`config.mk`:
```
export PLATFORM = sky130hd
export DESIGN_NAME = editor_valores_flat
export DESIGN_NICKNAME = d
export VERILOG_FILES = /design/src/rtl/editor_valores_if.sv /design/src/rtl/editor_valores.sv /design/src/flat_wrapper.sv
export SDC_FILE = /design/constraint.sdc
export NUM_CORES = 1
export LEC_CHECK = 0
export CAP_MARGIN = 10
export CORE_UTILIZATION = 30
export CTS_CLUSTER_DIAMETER = 200
export DETAILED_ROUTE_END_ITERATION = 8
export PLACE_DENSITY_LB_ADDON = 0.15
export SLEW_MARGIN = 20
export SYNTH_ARGS = -nofsm -noshare
export SYNTH_HDL_FRONTEND = slang
export SYNTH_SLANG_ARGS = --single-unit
export TNS_END_PERCENT = 5
```
`constraint.sdc`:
```
create_clock -name clk -period 8.6 [get_ports clk]
set_input_delay 0.86 -clock clk [delete_from_list [all_inputs] [get_ports clk]]
set_output_delay 0.86 -clock clk [all_outputs]
set_load 0.01 [all_outputs]
```
`src/rtl/editor_valores_if.sv`:
```
// Edit-value bus between the display edit FSM / RTC side (master) and editor_valores (slave).
interface editor_valores_if;
  logic [1:0]  edit_mode;
  logic [1:0]  edit_pos;
  logic [3:0]  boton_ed;
  logic [23:0] rtc_time_in;
  logic [23:0] rtc_date_in;
  logic [23:0] rtc_timer_in;
  logic [23:0] edit_time;
  logic [23:0] edit_date;
  logic [23:0] edit_timer;
  logic        wr_time;
  logic        wr_date;
  logic        wr_timer;
  logic        editing;

  modport master (
    output edit_mode, edit_pos, boton_ed, rtc_time_in, rtc_date_in, rtc_timer_in,
    input  edit_time, edit_date, edit_timer, wr_time, wr_date, wr_timer, editing
  );

  modport slave (
    input  edit_mode, edit_pos, boton_ed, rtc_time_in, rtc_date_in, rtc_timer_in,
    output edit_time, edit_date, edit_timer, wr_time, wr_date, wr_timer, editing
  );
endinterface

```
`src/rtl/editor_valores.sv`:
```
// BCD working copies of time/date/timer, stepped by Up/Down with wrap and calendar limits.
// Optional hold-to-repeat stepping is enabled by defining EDITOR_AUTOREPEAT_EN.
module editor_valores #(
  parameter int unsigned REPEAT_DELAY  = 50_000_000,
  parameter int unsigned REPEAT_PERIOD = 10_000_000
) (
  input  logic             clk,
  input  logic             reset,
  editor_valores_if.slave  bus
);

  localparam logic [1:0] MODE_IDLE  = 2'b00;
  localparam logic [1:0] MODE_TIMER = 2'b01;
  localparam logic [1:0] MODE_DATE  = 2'b10;
  localparam logic [1:0] MODE_TIME  = 2'b11;

  localparam logic [1:0] POS_A    = 2'b11;
  localparam logic [1:0] POS_B    = 2'b10;
  localparam logic [1:0] POS_C    = 2'b01;
  localparam logic [1:0] POS_NONE = 2'b00;

  logic [1:0]  mode_q_reg;
  logic [1:0]  btn_q_reg;
  logic [23:0] time_reg, time_next;
  logic [23:0] date_reg, date_next;
  logic [23:0] timer_reg, timer_next;
  logic [2:0]  wr_reg;
  logic        editing_reg;

  // Group index gi maps to edit_mode value gi+1: 0 timer, 1 date, 2 time.
  logic [2:0]  load_grp;
  logic [2:0]  commit_grp;
  logic        steady;
  logic        edit_active;
  logic [1:0]  press;
  logic        rpt_up, rpt_dn;
  logic        step_up, step_dn, do_step;
  logic [7:0]  new_dd, new_mo, new_yy, dd_max;
  logic        unused_btn_bits;

  assign unused_btn_bits = ^bus.boton_ed[3:2];

  generate
    for (genvar gi = 0; gi < 3; gi++) begin : g_grp
      assign load_grp[gi]   = (bus.edit_mode == 2'(gi + 1)) && (mode_q_reg != bus.edit_mode);
      assign commit_grp[gi] = (mode_q_reg == 2'(gi + 1)) && (bus.edit_mode != mode_q_reg);
    end
  endgenerate

  assign steady      = (mode_q_reg != MODE_IDLE) && (bus.edit_mode == mode_q_reg);
  assign edit_active = steady && (bus.edit_pos != POS_NONE);
  assign press       = bus.boton_ed[1:0] & ~btn_q_reg;
  assign step_up     = edit_active && ((press == 2'b01) || rpt_up);
  assign step_dn     = edit_active && ((press == 2'b10) || rpt_dn);
  assign do_step     = step_up || step_dn;

  function automatic logic bcd_ok(input logic [7:0] v);
    return (v[7:4] <= 4'd9) && (v[3:0] <= 4'd9);
  endfunction

  // Out-of-range or non-BCD values snap to lo on Up and to hi on Down.
  function automatic logic [7:0] bcd_step(input logic [7:0] v, input logic up,
                                          input logic [7:0] lo, input logic [7:0] hi);
    logic       in_range;
    logic [7:0] r;
    in_range = bcd_ok(v) && (v >= lo) && (v <= hi);
    if (up) begin
      if (!in_range || v == hi) r = lo;
      else if (v[3:0] == 4'd9)  r = {v[7:4] + 4'd1, 4'd0};
      else                      r = {v[7:4], v[3:0] + 4'd1};
    end else begin
      if (!in_range || v == lo) r = hi;
      else if (v[3:0] == 4'd0)  r = {v[7:4] - 4'd1, 4'd9};
      else                      r = {v[7:4], v[3:0] - 4'd1};
    end
    return r;
  endfunction

  // BCD yy mod 4 == 0 iff (even tens, ones in 0/4/8) or (odd tens, ones in 2/6).
  function automatic logic [7:0] day_max(input logic [7:0] mo, input logic [7:0] yy);
    logic leap;
    leap = yy[4] ? ((yy[3:0] == 4'd2) || (yy[3:0] == 4'd6))
                 : ((yy[3:0] == 4'd0) || (yy[3:0] == 4'd4) || (yy[3:0] == 4'd8));
    case (mo)
      8'h04, 8'h06, 8'h09, 8'h11: return 8'h30;
      8'h02:                      return leap ? 8'h29 : 8'h28;
      default:                    return 8'h31;
    endcase
  endfunction

  always_comb begin
    new_dd = date_reg[23:16];
    new_mo = date_reg[15:8];
    new_yy = date_reg[7:0];
    case (bus.edit_pos)
      POS_A:   new_dd = bcd_step(date_reg[23:16], step_up, 8'h01,
                                 day_max(date_reg[15:8], date_reg[7:0]));
      POS_B:   new_mo = bcd_step(date_reg[15:8], step_up, 8'h01, 8'h12);
      POS_C:   new_yy = bcd_step(date_reg[7:0], step_up, 8'h00, 8'h99);
      default: ;
    endcase
    dd_max = day_max(new_mo, new_yy);
    if ((bus.edit_pos != POS_A) && (new_dd > dd_max))
      new_dd = dd_max;
  end

  always_comb begin
    time_next  = time_reg;
    date_next  = date_reg;
    timer_next = timer_reg;
    if (load_grp[2]) time_next  = bus.rtc_time_in;
    if (load_grp[1]) date_next  = bus.rtc_date_in;
    if (load_grp[0]) timer_next = bus.rtc_timer_in;
    if (do_step) begin
      case (mode_q_reg)
        MODE_TIME: begin
          case (bus.edit_pos)
            POS_A:   time_next[23:16] = bcd_step(time_reg[23:16], step_up, 8'h00, 8'h23);
            POS_B:   time_next[15:8]  = bcd_step(time_reg[15:8],  step_up, 8'h00, 8'h59);
            POS_C:   time_next[7:0]   = bcd_step(time_reg[7:0],   step_up, 8'h00, 8'h59);
            default: ;
          endcase
        end
        MODE_TIMER: begin
          case (bus.edit_pos)
            POS_A:   timer_next[23:16] = bcd_step(timer_reg[23:16], step_up, 8'h00, 8'h23);
            POS_B:   timer_next[15:8]  = bcd_step(timer_reg[15:8],  step_up, 8'h00, 8'h59);
            POS_C:   timer_next[7:0]   = bcd_step(timer_reg[7:0],   step_up, 8'h00, 8'h59);
            default: ;
          endcase
        end
        MODE_DATE: date_next = {new_dd, new_mo, new_yy};
        default: ;
      endcase
    end
  end

`ifdef EDITOR_AUTOREPEAT_EN
  logic [31:0] rpt_cnt_reg;
  logic [31:0] rpt_target_reg;
  logic        held_one;
  logic        rpt_hit;

  assign held_one = (bus.boton_ed[1:0] == 2'b01) || (bus.boton_ed[1:0] == 2'b10);
  assign rpt_hit  = edit_active && held_one && (rpt_cnt_reg != 32'd0) &&
                    (rpt_cnt_reg == rpt_target_reg);
  assign rpt_up   = rpt_hit && bus.boton_ed[0];
  assign rpt_dn   = rpt_hit && bus.boton_ed[1];

  // Counter is 1 on the cycle after the press, so a hit at value N is N cycles after it.
  always_ff @(posedge clk or negedge reset) begin
    if (!reset) begin
      rpt_cnt_reg    <= 32'd0;
      rpt_target_reg <= REPEAT_DELAY;
    end else if (!(edit_active && held_one)) begin
      rpt_cnt_reg    <= 32'd0;
      rpt_target_reg <= REPEAT_DELAY;
    end else if (press != 2'b00) begin
      rpt_cnt_reg    <= 32'd1;
      rpt_target_reg <= REPEAT_DELAY;
    end else if (rpt_cnt_reg != 32'd0) begin
      rpt_cnt_reg <= rpt_cnt_reg + 32'd1;
      if (rpt_hit)
        rpt_target_reg <= rpt_target_reg + REPEAT_PERIOD;
    end
  end
`else
  localparam int unsigned unused_repeat_cfg = REPEAT_DELAY + REPEAT_PERIOD;
  assign rpt_up = 1'b0;
  assign rpt_dn = 1'b0;
`endif

  always_ff @(posedge clk or negedge reset) begin
    if (!reset) begin
      mode_q_reg  <= MODE_IDLE;
      btn_q_reg   <= 2'b00;
      time_reg    <= 24'h000000;
      date_reg    <= 24'h010100;
      timer_reg   <= 24'h000000;
      wr_reg      <= 3'b000;
      editing_reg <= 1'b0;
    end else begin
      mode_q_reg  <= bus.edit_mode;
      btn_q_reg   <= bus.boton_ed[1:0];
      time_reg    <= time_next;
      date_reg    <= date_next;
      timer_reg   <= timer_next;
      wr_reg      <= commit_grp;
      editing_reg <= (bus.edit_mode != MODE_IDLE);
    end
  end

  assign bus.edit_time  = time_reg;
  assign bus.edit_date  = date_reg;
  assign bus.edit_timer = timer_reg;
  assign bus.wr_time    = wr_reg[2];
  assign bus.wr_date    = wr_reg[1];
  assign bus.wr_timer   = wr_reg[0];
  assign bus.editing    = editing_reg;

endmodule

```
`src/flat_wrapper.sv`:
```
// flat-port wrapper written by rule: the top's interface ports become plain ports
module editor_valores_flat 
#(
  parameter int unsigned REPEAT_DELAY  = 50_000_000,
  parameter int unsigned REPEAT_PERIOD = 10_000_000
)
  (clk, reset, bus_edit_mode, bus_edit_pos, bus_boton_ed, bus_rtc_time_in, bus_rtc_date_in, bus_rtc_timer_in, bus_edit_time, bus_edit_date, bus_edit_timer, bus_wr_time, bus_wr_date, bus_wr_timer, bus_editing);
  editor_valores_if bus_i ();
  input  logic clk;
  input  logic reset;
  input wire logic [$bits(bus_i.edit_mode)-1:0] bus_edit_mode;
  input wire logic [$bits(bus_i.edit_pos)-1:0] bus_edit_pos;
  input wire logic [$bits(bus_i.boton_ed)-1:0] bus_boton_ed;
  input wire logic [$bits(bus_i.rtc_time_in)-1:0] bus_rtc_time_in;
  input wire logic [$bits(bus_i.rtc_date_in)-1:0] bus_rtc_date_in;
  input wire logic [$bits(bus_i.rtc_timer_in)-1:0] bus_rtc_timer_in;
  output wire logic [$bits(bus_i.edit_time)-1:0] bus_edit_time;
  output wire logic [$bits(bus_i.edit_date)-1:0] bus_edit_date;
  output wire logic [$bits(bus_i.edit_timer)-1:0] bus_edit_timer;
  output wire logic [$bits(bus_i.wr_time)-1:0] bus_wr_time;
  output wire logic [$bits(bus_i.wr_date)-1:0] bus_wr_date;
  output wire logic [$bits(bus_i.wr_timer)-1:0] bus_wr_timer;
  output wire logic [$bits(bus_i.editing)-1:0] bus_editing;
  assign bus_i.edit_mode = bus_edit_mode;
  assign bus_i.edit_pos = bus_edit_pos;
  assign bus_i.boton_ed = bus_boton_ed;
  assign bus_i.rtc_time_in = bus_rtc_time_in;
  assign bus_i.rtc_date_in = bus_rtc_date_in;
  assign bus_i.rtc_timer_in = bus_rtc_timer_in;
  assign bus_edit_time = bus_i.edit_time;
  assign bus_edit_date = bus_i.edit_date;
  assign bus_edit_timer = bus_i.edit_timer;
  assign bus_wr_time = bus_i.wr_time;
  assign bus_wr_date = bus_i.wr_date;
  assign bus_wr_timer = bus_i.wr_timer;
  assign bus_editing = bus_i.editing;
  editor_valores #(.REPEAT_DELAY(REPEAT_DELAY), .REPEAT_PERIOD(REPEAT_PERIOD)) u_core (.clk(clk), .reset(reset), .bus(bus_i));
endmodule
```
Yosys cells after proc, flatten, opt, wreduce, memory -nomap -nowiden
Index checks and enable logic that the tools add are counted.

Add/subtract/negate cells: 36. Magnitude comparators: 37. Equal/unequal tests: 68. Muxes and demuxes: 71. Bitwise gates (word level): 2. Reductions and logical operators: 101.

Operators with widths (number): $mux 8 (56); $mux 24 (9); $add 4x1->4 const B (18); $ge 8x1->1 const B (9); $le 4x4->1 const B (18); $sub 4x1->4 const B (18); $logic_not 8->1 (7); $eq 4x4->1 const B (11); $logic_not 4->1 (10); $logic_and 1x1->1 (38); $ne 6x5->1 const B (6); $ne 6x6->1 const B (6); $eq 8x3->1 const B (4); $eq 8x7->1 const B (4); $le 8x7->1 const B (4); $pmux 8 s2 (2); $logic_or 1x1->1 (25); $eq 8x5->1 const B (3); $eq 4x3->1 const B (4); $eq 8x1->1 const B (2); $eq 8x2->1 const B (2); $eq 8x4->1 const B (2); $eq 8x6->1 const B (2); $le 8x6->1 const B (2); other kinds (23) (53).

Flip-flop bits (word level): 80. Bits of input ports: 82. Output and inout port bits: 76. Logic and storage cells: 329.

Logic depth before layout (Yosys ltp)
Gate-level depths: netlist (run 1).

Depth in word-level cells: 20. Depth in mapped cells: 23. Mapped depth without buffers: 22.

Worst setup path before layout (run 1)
OpenSTA, ideal clock, no wires.

Path type: flip-flop to flip-flop. Start: register u_core.date_reg[11], in the netlist u_core.bus.edit_date[11]. End: register u_core.date_reg[19], in the netlist u_core.bus.edit_date[19]. Setup time: 0.137 ns. Arrival: 4.158 ns. Data required time: 8.463 ns. Path slack: 4.305 ns. Cell stages (with the launch flop): 22. Buffers on the path: 2. Clock period less this slack: 4.295 ns. Cells stage by stage: dfrtp_1 > buf_2 > clkbuf_1 > mux2_2 > a32oi_1 > nor4_1 > inv_1 > ha_1 > nor4b_4 > o21bai_2 > a311oi_4 > nor2_1 > a21o_1 > a22oi_1 > o21ai_0 > ha_1 > and3_1 > a31oi_1 > nor4_1 > nor2_2 > mux2i_1 > a21oi_1.

Longest elaborated chain between the ends: 17. Elaborated cells on any way between the ends: 51. Classes of those cells: add/sub: 2; order compare: 5; eq/ne: 14; mux: 16; reduce/logical: 14.

RTL lines: start, declared (line editor_valores.sv:25) `logic [23:0] date_reg, date_next;`; start signal, assigned (line editor_valores.sv:186) `date_reg <= date_next;`; parallel branches: the longest is 14 deep, another holds $le 8x8->1; $mux 8 (*) (line editor_valores.sv:103) `if ((bus.edit_pos != POS_A) && (new_dd > dd_max))`; $mux 24 (*) (line editor_valores.sv:115) `case (mode_q_reg)`; $mux 24 (*) (line editor_valores.sv:114) `if (do_step) begin`; via u_core.date_next[19] (line editor_valores.sv:25).

Mark *: on every way through the listed nets, which the timed path passes. The select of a mux whose other input is x is not followed. A chain may end at the register's enable or synchronous reset.

Final worst setup path (run 1)
Start: register u_core.date_reg[13], in the netlist u_core.bus.edit_date[13]. End: register u_core.date_reg[19], in the netlist u_core.bus.edit_date[19].

Same word-level chain as after synthesis.

==> results of run 1 <==
==> cell type report <==
class / instances / area, µm² / share of cell area
Antenna cell: 1 / 2.502 / 0.0002481
Clock buffer: 14 / 274.0 / 0.02716
Clock inverter: 2 / 12.51 / 0.001240
Inverter: 46 / 172.7 / 0.01712
Multi-Input combinational cell: 879 / 5623 / 0.5574
Sequential cell: 80 / 2004 / 0.1987
Tap cell: 335 / 419.2 / 0.04155
Timing Repair Buffer: 159 / 1579 / 0.1565
==> cells in the mapped netlist, types with 10 or more instances <==
cell | number | share of area
sky130_fd_sc_hd__dfrtp_1 | 78 | 0.24
sky130_fd_sc_hd__o211ai_1 | 15 | 0.014
sky130_fd_sc_hd__inv_1 | 46 | 0.021
sky130_fd_sc_hd__nor2b_1 | 12 | 0.0092
sky130_fd_sc_hd__nand2b_1 | 13 | 0.010
sky130_fd_sc_hd__mux2i_1 | 10 | 0.012
sky130_fd_sc_hd__nand3_1 | 42 | 0.026
sky130_fd_sc_hd__and2_1 | 14 | 0.011
sky130_fd_sc_hd__a31oi_1 | 44 | 0.034
sky130_fd_sc_hd__a21oi_1 | 75 | 0.046
sky130_fd_sc_hd__nor4_1 | 12 | 0.0092
sky130_fd_sc_hd__a211oi_1 | 13 | 0.012
sky130_fd_sc_hd__clkbuf_1 | 65 | 0.030
sky130_fd_sc_hd__o21ai_0 | 74 | 0.045
sky130_fd_sc_hd__nor3_1 | 37 | 0.023
sky130_fd_sc_hd__and3_1 | 14 | 0.011
sky130_fd_sc_hd__nand4_1 | 13 | 0.010
sky130_fd_sc_hd__a221o_1 | 10 | 0.012
sky130_fd_sc_hd__xnor2_1 | 13 | 0.014
sky130_fd_sc_hd__nor2_1 | 95 | 0.044
sky130_fd_sc_hd__nand2_1 | 127 | 0.059
sky130_fd_sc_hd__o22ai_1 | 27 | 0.021
sky130_fd_sc_hd__ha_1 | 38 | 0.058
==> worst max-delay path, cell delays in order, from the launching register on <==
cell	delay, ps
sky130_fd_sc_hd__dfrtp_1	530
sky130_fd_sc_hd__inv_1	140
sky130_fd_sc_hd__ha_1	280
sky130_fd_sc_hd__nand3_1	250
sky130_fd_sc_hd__nor3_1	140
sky130_fd_sc_hd__nor4_1	670
sky130_fd_sc_hd__inv_1	110
sky130_fd_sc_hd__ha_1	320
sky130_fd_sc_hd__nand4_1	140
sky130_fd_sc_hd__a311oi_4	580
sky130_fd_sc_hd__nor2_1	140
sky130_fd_sc_hd__a21o_1	180
sky130_fd_sc_hd__a22oi_1	200
sky130_fd_sc_hd__o21ai_0	150
sky130_fd_sc_hd__ha_1	350
sky130_fd_sc_hd__and3_1	170
sky130_fd_sc_hd__a31oi_1	210
sky130_fd_sc_hd__nor4_1	90
sky130_fd_sc_hd__nor2_2	320
sky130_fd_sc_hd__mux2i_1	250
sky130_fd_sc_hd__a21oi_1	80
==> cell families (layout without fill, tap and decap cells) <==
| group | count (synthesis) | count (layout) | synth area share |
|---|---|---|---|
| and+or+nand+nor | 444 | 444 | 0.2856 |
| AOI/OAI and AO/OA | 369 | 369 | 0.3121 |
| buffers and inverters | 126 | 221 | 0.06359 |
| DFF | 80 | 80 | 0.2461 |
| adders and majority gates | 38 | 38 | 0.05837 |
| xor gates and xnor gates | 14 | 14 | 0.01505 |
| muxes | 14 | 14 | 0.01920 |
| other | 0 | 1 | 0 |
==> worst paths after layout <==
path,start,endpoint,slack [ps],cells past startpoint
max,u_core.bus.edit_date[13],u_core.bus.edit_date[19],3150,20
min,reset,u_core.bus.edit_time[3],460,1
max reg2reg,u_core.bus.edit_date[13],u_core.bus.edit_date[19],3150,20
min reg2reg,u_core.bus.edit_timer[22],u_core.bus.edit_timer[22],620,2
max in group asynchronous,reset,u_core.bus.edit_date[9],7070,2
min in group clk,u_core.bus.edit_timer[22],u_core.bus.edit_timer[22],620,2
==> per-stage QoR <==
stage	power [W]	std cells
after floorplan	0.001077	1085
after global placement	0.001367	1499
after detailed placement	0.001368	1499
after CTS	0.001770	1515
after global routing	0.001886	1516
final	0.001758	1516
==> layer usage <==
metal / GRT usage / share of wire / vias up
li1: - / - / 4243
met1: 0.2910 / 0.49 / 4204
met2: 0.3096 / 0.45 / 235
met3: 0.02519 / 0.045 / 26
met4: 0.06039 / 0.014 / 0
met5: 0 / 0 / -
==> power groups by stage <==
stage	registers (W)	logic [W]	clock network [W]
2_1_floorplan	0.000539	0.000538	0
3_3_place_gp	0.000626	0.000741	0
3_5_place_dp	0.000625	0.000743	0
4_1_cts	0.000619	0.000748	0.000403
5_1_grt	0.000641	0.000829	0.000417
6_report	0.000620	0.000747	0.000390
==> results.md, run 1 <==
- The sum of negative setup slack is 0 ps.
- The post-place setup slack is 3039 ps.
- The H-tree was split into 3 levels.
- The path class of the lowest-slack min-delay path is input pin to asynchronous set/reset pin.
- The number of nets in the finished design is 1295.
- For this run, the share of the core covered by cells in the final layout is 0.3828.
- The final weighted congestion in routability-driven placement is 0.8680.
- At the pin with the least slew margin, the transition time is 985.9 ps.
- The horizontal extent of the die is 166.8 µm.
- Dividing total power by cell area gives a power density of 174.3 nW/µm².
- The area growth from synthesis to layout is 23.84%.
- The total track usage is 0.2011.
- The Yosys warning count is 0.
- The row count is 59.
- The count of flip-flops with a built-in enable after synthesis is 0.
- Of the synthesized area, sequential elements account for 0.2461.
- The routed design has 28170 µm of wire.
- In the final routed layout, each cell accounts on average for 18.58 µm.
- The total I/O pin count is 158.
- The number of design rule violations left after detail routing is 0.
- The layout has 2721 filler cells.
- The post-route clock period utilization is 0.6334.
- The share of total power dissipated in the clock network is 0.222.
- The count of vias placed by the detailed router is 8708.
- The final setup violation count is 0.
- The total number of clock tree sinks is 80.
- The cell area after placement is 9798 µm².
- In the layout the commonest cells are sky130_fd_sc_hd__clkdlybuf4s50_1, sky130_fd_sc_hd__nand2_1, sky130_fd_sc_hd__nor2_1.
- Measured against its own limit, the worst slew margin works out to 0.3414.
- The worst-case IR drop observed on VDD is 0.07767 mV.
- After floorplanning, the core was sized to cover 26350 µm².
- The clock tree from TritonCTS is yes.
- The time the worst path needs with I/O delays and setup is 5447 ps.
- The vias per cell is 5.744.
- The via count of the first global-routing pass is 8086.
- The critical-path maximum fanout is 10.
- Setup repair after global routing left no endpoint under its margin.
- After clock tree synthesis, the clock-pin slew on the worst setup and hold paths is 70 ps.
- Of the total power, the share spent switching nets is 0.4185.
- In this run, the number of DRC markers left after iteration 0 of detailed routing was 666.
- The sequential fraction of design power is 0.353.
- The initial core utilization is 0.3091.
- The largest clock skew in the final design is 8.347 ps.
- The count of final max-slew check failures came to 0.
- The wire length of the first global-routing pass is 44820 µm.
- The hold violation total from the final report is 0.
- The arrival time reported for the critical path endpoint is 5670 ps.
- Each instance of the synthesized netlist takes up on average 7.507 µm².
- The static leakage is 3.725 nW.
- Of the cells placed in the final design, the portion with a size suffix greater than 1 is 0.05847.
- Of the total power, combinational logic draws 0.425.
- Clock latency on the worst-skew pair, taken at its later pin, is 350 ps.
- The number of max-capacitance violations reported is 0.
- The internal portion of the total power is 0.001022 W.
- The clock passes through at most 2 buffers.
- The number of iterations in the first detailed-routing pass is 7.
- The number of synthesized register bits is 80.
- The critical path capture point type is a flop.
- The wire-length estimate of the detail-placed layout is 20120 µm.
- Setup slack closes at 3153 ps.
- Buffers placed on the I/O ports in this run total 155.
- The launching element type of the critical path is a flop.
- The flow ran to the end, and the final reports show no timing, DRC or antenna violations.
- The endpoint required time on the critical path is 8820 ps.
- The critical path start-end classification is flop to flop.
- The share of flip-flops with an asynchronous set or reset after synthesis is 1.000.
- The post-cts sizing count is 0.
- The area enclosed by the die boundary is 27810 µm².
- After routing the design area is 10090 µm².
- The cell area that synthesis handed to floorplanning was 8145 µm².
- The hold slack is 460.7 ps.
- The distinct cell type count of the synthesized netlist is 99.
- For this run, the top clock speed supported by timing is 183.6 MHz.
- The library cell used as clock root buffer is sky130_fd_sc_hd__clkbuf_16.
- In this run the remaining antenna-violating nets after routing total 0.
- Synthesis handed over a netlist of 1085 instances.
- The maximum number of pins on one net before global-route repair is 53.
- Summed over all nets, the switching power comes to 0.0007355 W.
- The die boundary height is 166.8 µm.
- The most instantiated flip-flop cell in the synthesis netlist is sky130_fd_sc_hd__dfrtp_1.
- Leaving out fill and tap cells, the most frequent cell in the layout is sky130_fd_sc_hd__clkdlybuf4s50_1.
- The post-CTS setup buffer count is 0.
- The total of hold buffers inserted after clock tree synthesis is 0.
- The number of antenna violations at the first check in global routing was 1.
- The clock buffer count from CTS is 9.
- Global routing finished with a remaining overflow of 0.
- The post-synthesis net count is 1205.
Note: power is estimated with default switching activity, not from simulation.
==> inputs of run 2 (changes only) <==
==> constraint.sdc (replaced) <==
create_clock -name clk -period 4.69 [get_ports clk]
set_input_delay 0.469 -clock clk [delete_from_list [all_inputs] [get_ports clk]]
set_output_delay 0.469 -clock clk [all_outputs]
set_load 0.01 [all_outputs]
==> results.md, run 2 (synthesized netlist as in run 1, its figures left out) <==
- Measured along the y axis, the die boundary spans 166.8 µm.
- The count of routing violations after the opening detailed-route iteration is 633.
- The detailed router put a total of 14000 µm of wire on met1.
- The run finished with clean final reports.
- 0 antenna diodes ended up in the layout.
- The peak clock frequency supported by timing is 229.6 MHz.
- The library cell used as clock root buffer is sky130_fd_sc_hd__clkbuf_16.
- For the pin with the worst max-slew slack, the measured transition is 964.2 ps.
- Of the available clock period, the critical path in the final layout requires 0.9287.
- Leaving out fill and tap cells, the most frequent cell in the layout is sky130_fd_sc_hd__clkdlybuf4s50_1.
- The total number of clock tree sinks is 80.
- Setup violations remaining at the end of the flow were counted as 0.
- The core box area is 26350 µm².
- After global routing the overflow that remains totals 0.
- Across the VDD grid, the largest voltage drop is 0.1693 mV.
- For the worst setup path, the data required time is 4930 ps.
- The total of hold buffers inserted after clock tree synthesis is 0.
- The clock transition at the register clock pins on the worst setup and hold paths after CTS is 70 ps.
- The area enclosed by the die boundary is 27810 µm².
- In this run the critical register-to-register path is captured at u_core.bus.edit_date[19].
- The library cells used most frequently in the layout, excluding fill and tap cells, are sky130_fd_sc_hd__clkdlybuf4s50_1, sky130_fd_sc_hd__nand2_1, sky130_fd_sc_hd__nor2_1.
- The clock tree from TritonCTS is yes.
- Setup repair after global routing left no endpoint under its margin.
- The hold slack is 100.9 ps.
- The maximum number of pins on one net before global-route repair is 46.
- The per-cell routed wire length is 18.71 µm.
- Across every metal layer, demand over resource in global routing totals 0.2108.
- The path class of the lowest-slack min-delay path is input pin to asynchronous set/reset pin.
- Detailed placement ended at an HPWL of 21520 µm.
- The number of buffers between clock root and the deepest sink is 2.
- The via count of the first global-routing pass is 8466.
- The clock buffer count from CTS is 9.
- The worst slew margin relative to its limit is 0.3572.
- Max-cap violations in this run came to 0.
- The smallest clock period supported by the final layout is computed as 4355 ps.
- The initial utilization of the core area, before any placement, comes to 0.3091.
- In this run the number of H-tree levels came out at 3.
- After detailed routing, the number of remaining DRC violations is 0.
- In the final timing run, aggregate negative setup slack is 0 ps.
- For the worst flop-to-flop path, the logic depth is 20.
- The number of antenna violations at the first check in global routing is 1.
- The row count is 59.
- The worst setup path is captured at a flop.
- Power spread over the standard cell area amounts to 319.2 nW/µm².
- The final weighted congestion in routability-driven placement is 0.8616.
- The count of final max-slew check failures is 0.
- The total length of routed met3 wires is 1510 µm.
- For the worst setup path, the data arrival time is 4600 ps.
- The launching element type of the critical path is a flop.
- The count of nets left with antenna violations once routing finished came out at 0.
- For the final database, setup skew stands at 10.15 ps.
- The hold violation total from the final report is 0.
- For the worst-skew pair, the clock arrives at the later sink with an insertion delay of 360 ps.
- In the final design database the tool counted 1352 nets.
- Before antenna repair, the detailed router went through 5 iterations.
- The highest metal layer with signal wires is met5.
- The layout overhead on the synthesized area is 29.25%.
- The count of vias placed by the detailed router is 8960.
- In the detailed route, the total length drawn on met2 is 13300 µm.
- The setup slack on the worst flop-to-flop path is 330 ps.
- Using the TritonRoute via totals, the vias-per-cell ratio works out to 5.703.
- The critical path is of the flop to flop type.
- The static leakage is 4.008 nW.
- The horizontal extent of the die is 166.8 µm.
- The critical-path maximum fanout is 5.
- The first global-routing pass estimated 46970 µm of wire.
- The total I/O pin count is 158.
- In the final layout, the share of cells above drive strength 1 is 0.1036.
- The worst reg2reg path startpoint is u_core.bus.edit_date[3].
- The final wirelength is 29400 µm.
- The count of buffers from port buffering is 155.
## run 2: through the flow
step	cells	total power, W	instance area [µm²]	util	setup WS (ps)
floorplan	1085	0.001975	8145	-	394.8
global placement	1555	0.002591	10220	0.3877	162.3
detailed placement	1555	0.002602	10220	0.3877	108.5
CTS	1570	0.003364	10510	0.3987	155.8
global route	1571	0.003592	10530	0.3995	10.38
finish	1571	0.003361	10530	0.3995	334.5
## run 2: layout make-up
cell class	count	area, µm²
fillers	2691	15830
multi-input cells	879	5637
repair buffers	216	2007
flip-flops and latches	80	2004
well taps	335	419.2
clock buffers	11	242.7
inverters	46	172.7
clock inverters	4	45.04
## run 2: how the worst max path moves through the flow
| stage | startpoint | to | slack, ps |
|---|---|---|---|
| finish | u_core.bus.edit_date[3] | u_core.bus.edit_date[19] | 330 |
| CTS | u_core.bus.edit_date[13] | u_core.bus.edit_date[19] | 160 |
| global route | u_core.bus.edit_date[10] | u_core.bus.edit_date[19] | 10 |
| detailed placement | bus_boton_ed[1] | u_core.bus.edit_date[19] | 110 |
| floorplan | u_core.bus.edit_date[11] | u_core.bus.edit_date[19] | 390 |
| global placement | bus_boton_ed[1] | u_core.bus.edit_date[19] | 160 |
## run 2: repair_timing
item,in CTS,in global routing
setup buffers,0,1
gates resized for setup,0,2
setup endpoints to repair,0,4
endpoints found under the hold margin,0,0
## run 2: layer usage
metal | vias up | GRT usage
met1 | 4322 | 0.2922
met2 | 245 | 0.3308
met5 | - | 0
met4 | 2 | 0.06361
li1 | 4350 | -
met3 | 41 | 0.03897
## run 2: power by group
part | switching [W] | internal, W
Combinational | 0.000792 | 0.000743
Sequential | 0.000278 | 0.000799
Clock | 0.000325 | 0.000423
Total | 0.00140 | 0.00196
## run 2: critical path, cell delays in order, from the launching register on
cell	delay, ps
sky130_fd_sc_hd__dfrtp_1	410
sky130_fd_sc_hd__inv_1	100
sky130_fd_sc_hd__a31oi_1	360
sky130_fd_sc_hd__nor3_1	110
sky130_fd_sc_hd__nor4_2	470
sky130_fd_sc_hd__inv_1	100
sky130_fd_sc_hd__ha_1	300
sky130_fd_sc_hd__nand4_1	140
sky130_fd_sc_hd__a311oi_4	320
sky130_fd_sc_hd__nor2_1	110
sky130_fd_sc_hd__a21o_1	160
sky130_fd_sc_hd__a22oi_1	180
sky130_fd_sc_hd__o21ai_0	140
sky130_fd_sc_hd__ha_1	350
sky130_fd_sc_hd__and3_1	170
sky130_fd_sc_hd__a31oi_1	220
sky130_fd_sc_hd__nor4_1	90
sky130_fd_sc_hd__nor2_2	80
sky130_fd_sc_hd__buf_4	150
sky130_fd_sc_hd__mux2i_1	180
sky130_fd_sc_hd__a21oi_1	80
==> inputs of run 3 (changes only) <==
--- a/config.mk
+++ b/config.mk
@@ -9,8 +9,8 @@
 export CORE_UTILIZATION = 30
 export CTS_CLUSTER_DIAMETER = 200
 export DETAILED_ROUTE_END_ITERATION = 8
+export GPL_ROUTABILITY_DRIVEN = 0
 export PLACE_DENSITY_LB_ADDON = 0.15
-export SLEW_MARGIN = 20
 export SYNTH_ARGS = -nofsm -noshare
 export SYNTH_HDL_FRONTEND = slang
 export SYNTH_SLANG_ARGS = --single-unit
==> results of run 3 <==
The final DEF is identical to that of run 2; final timing and power are the same.
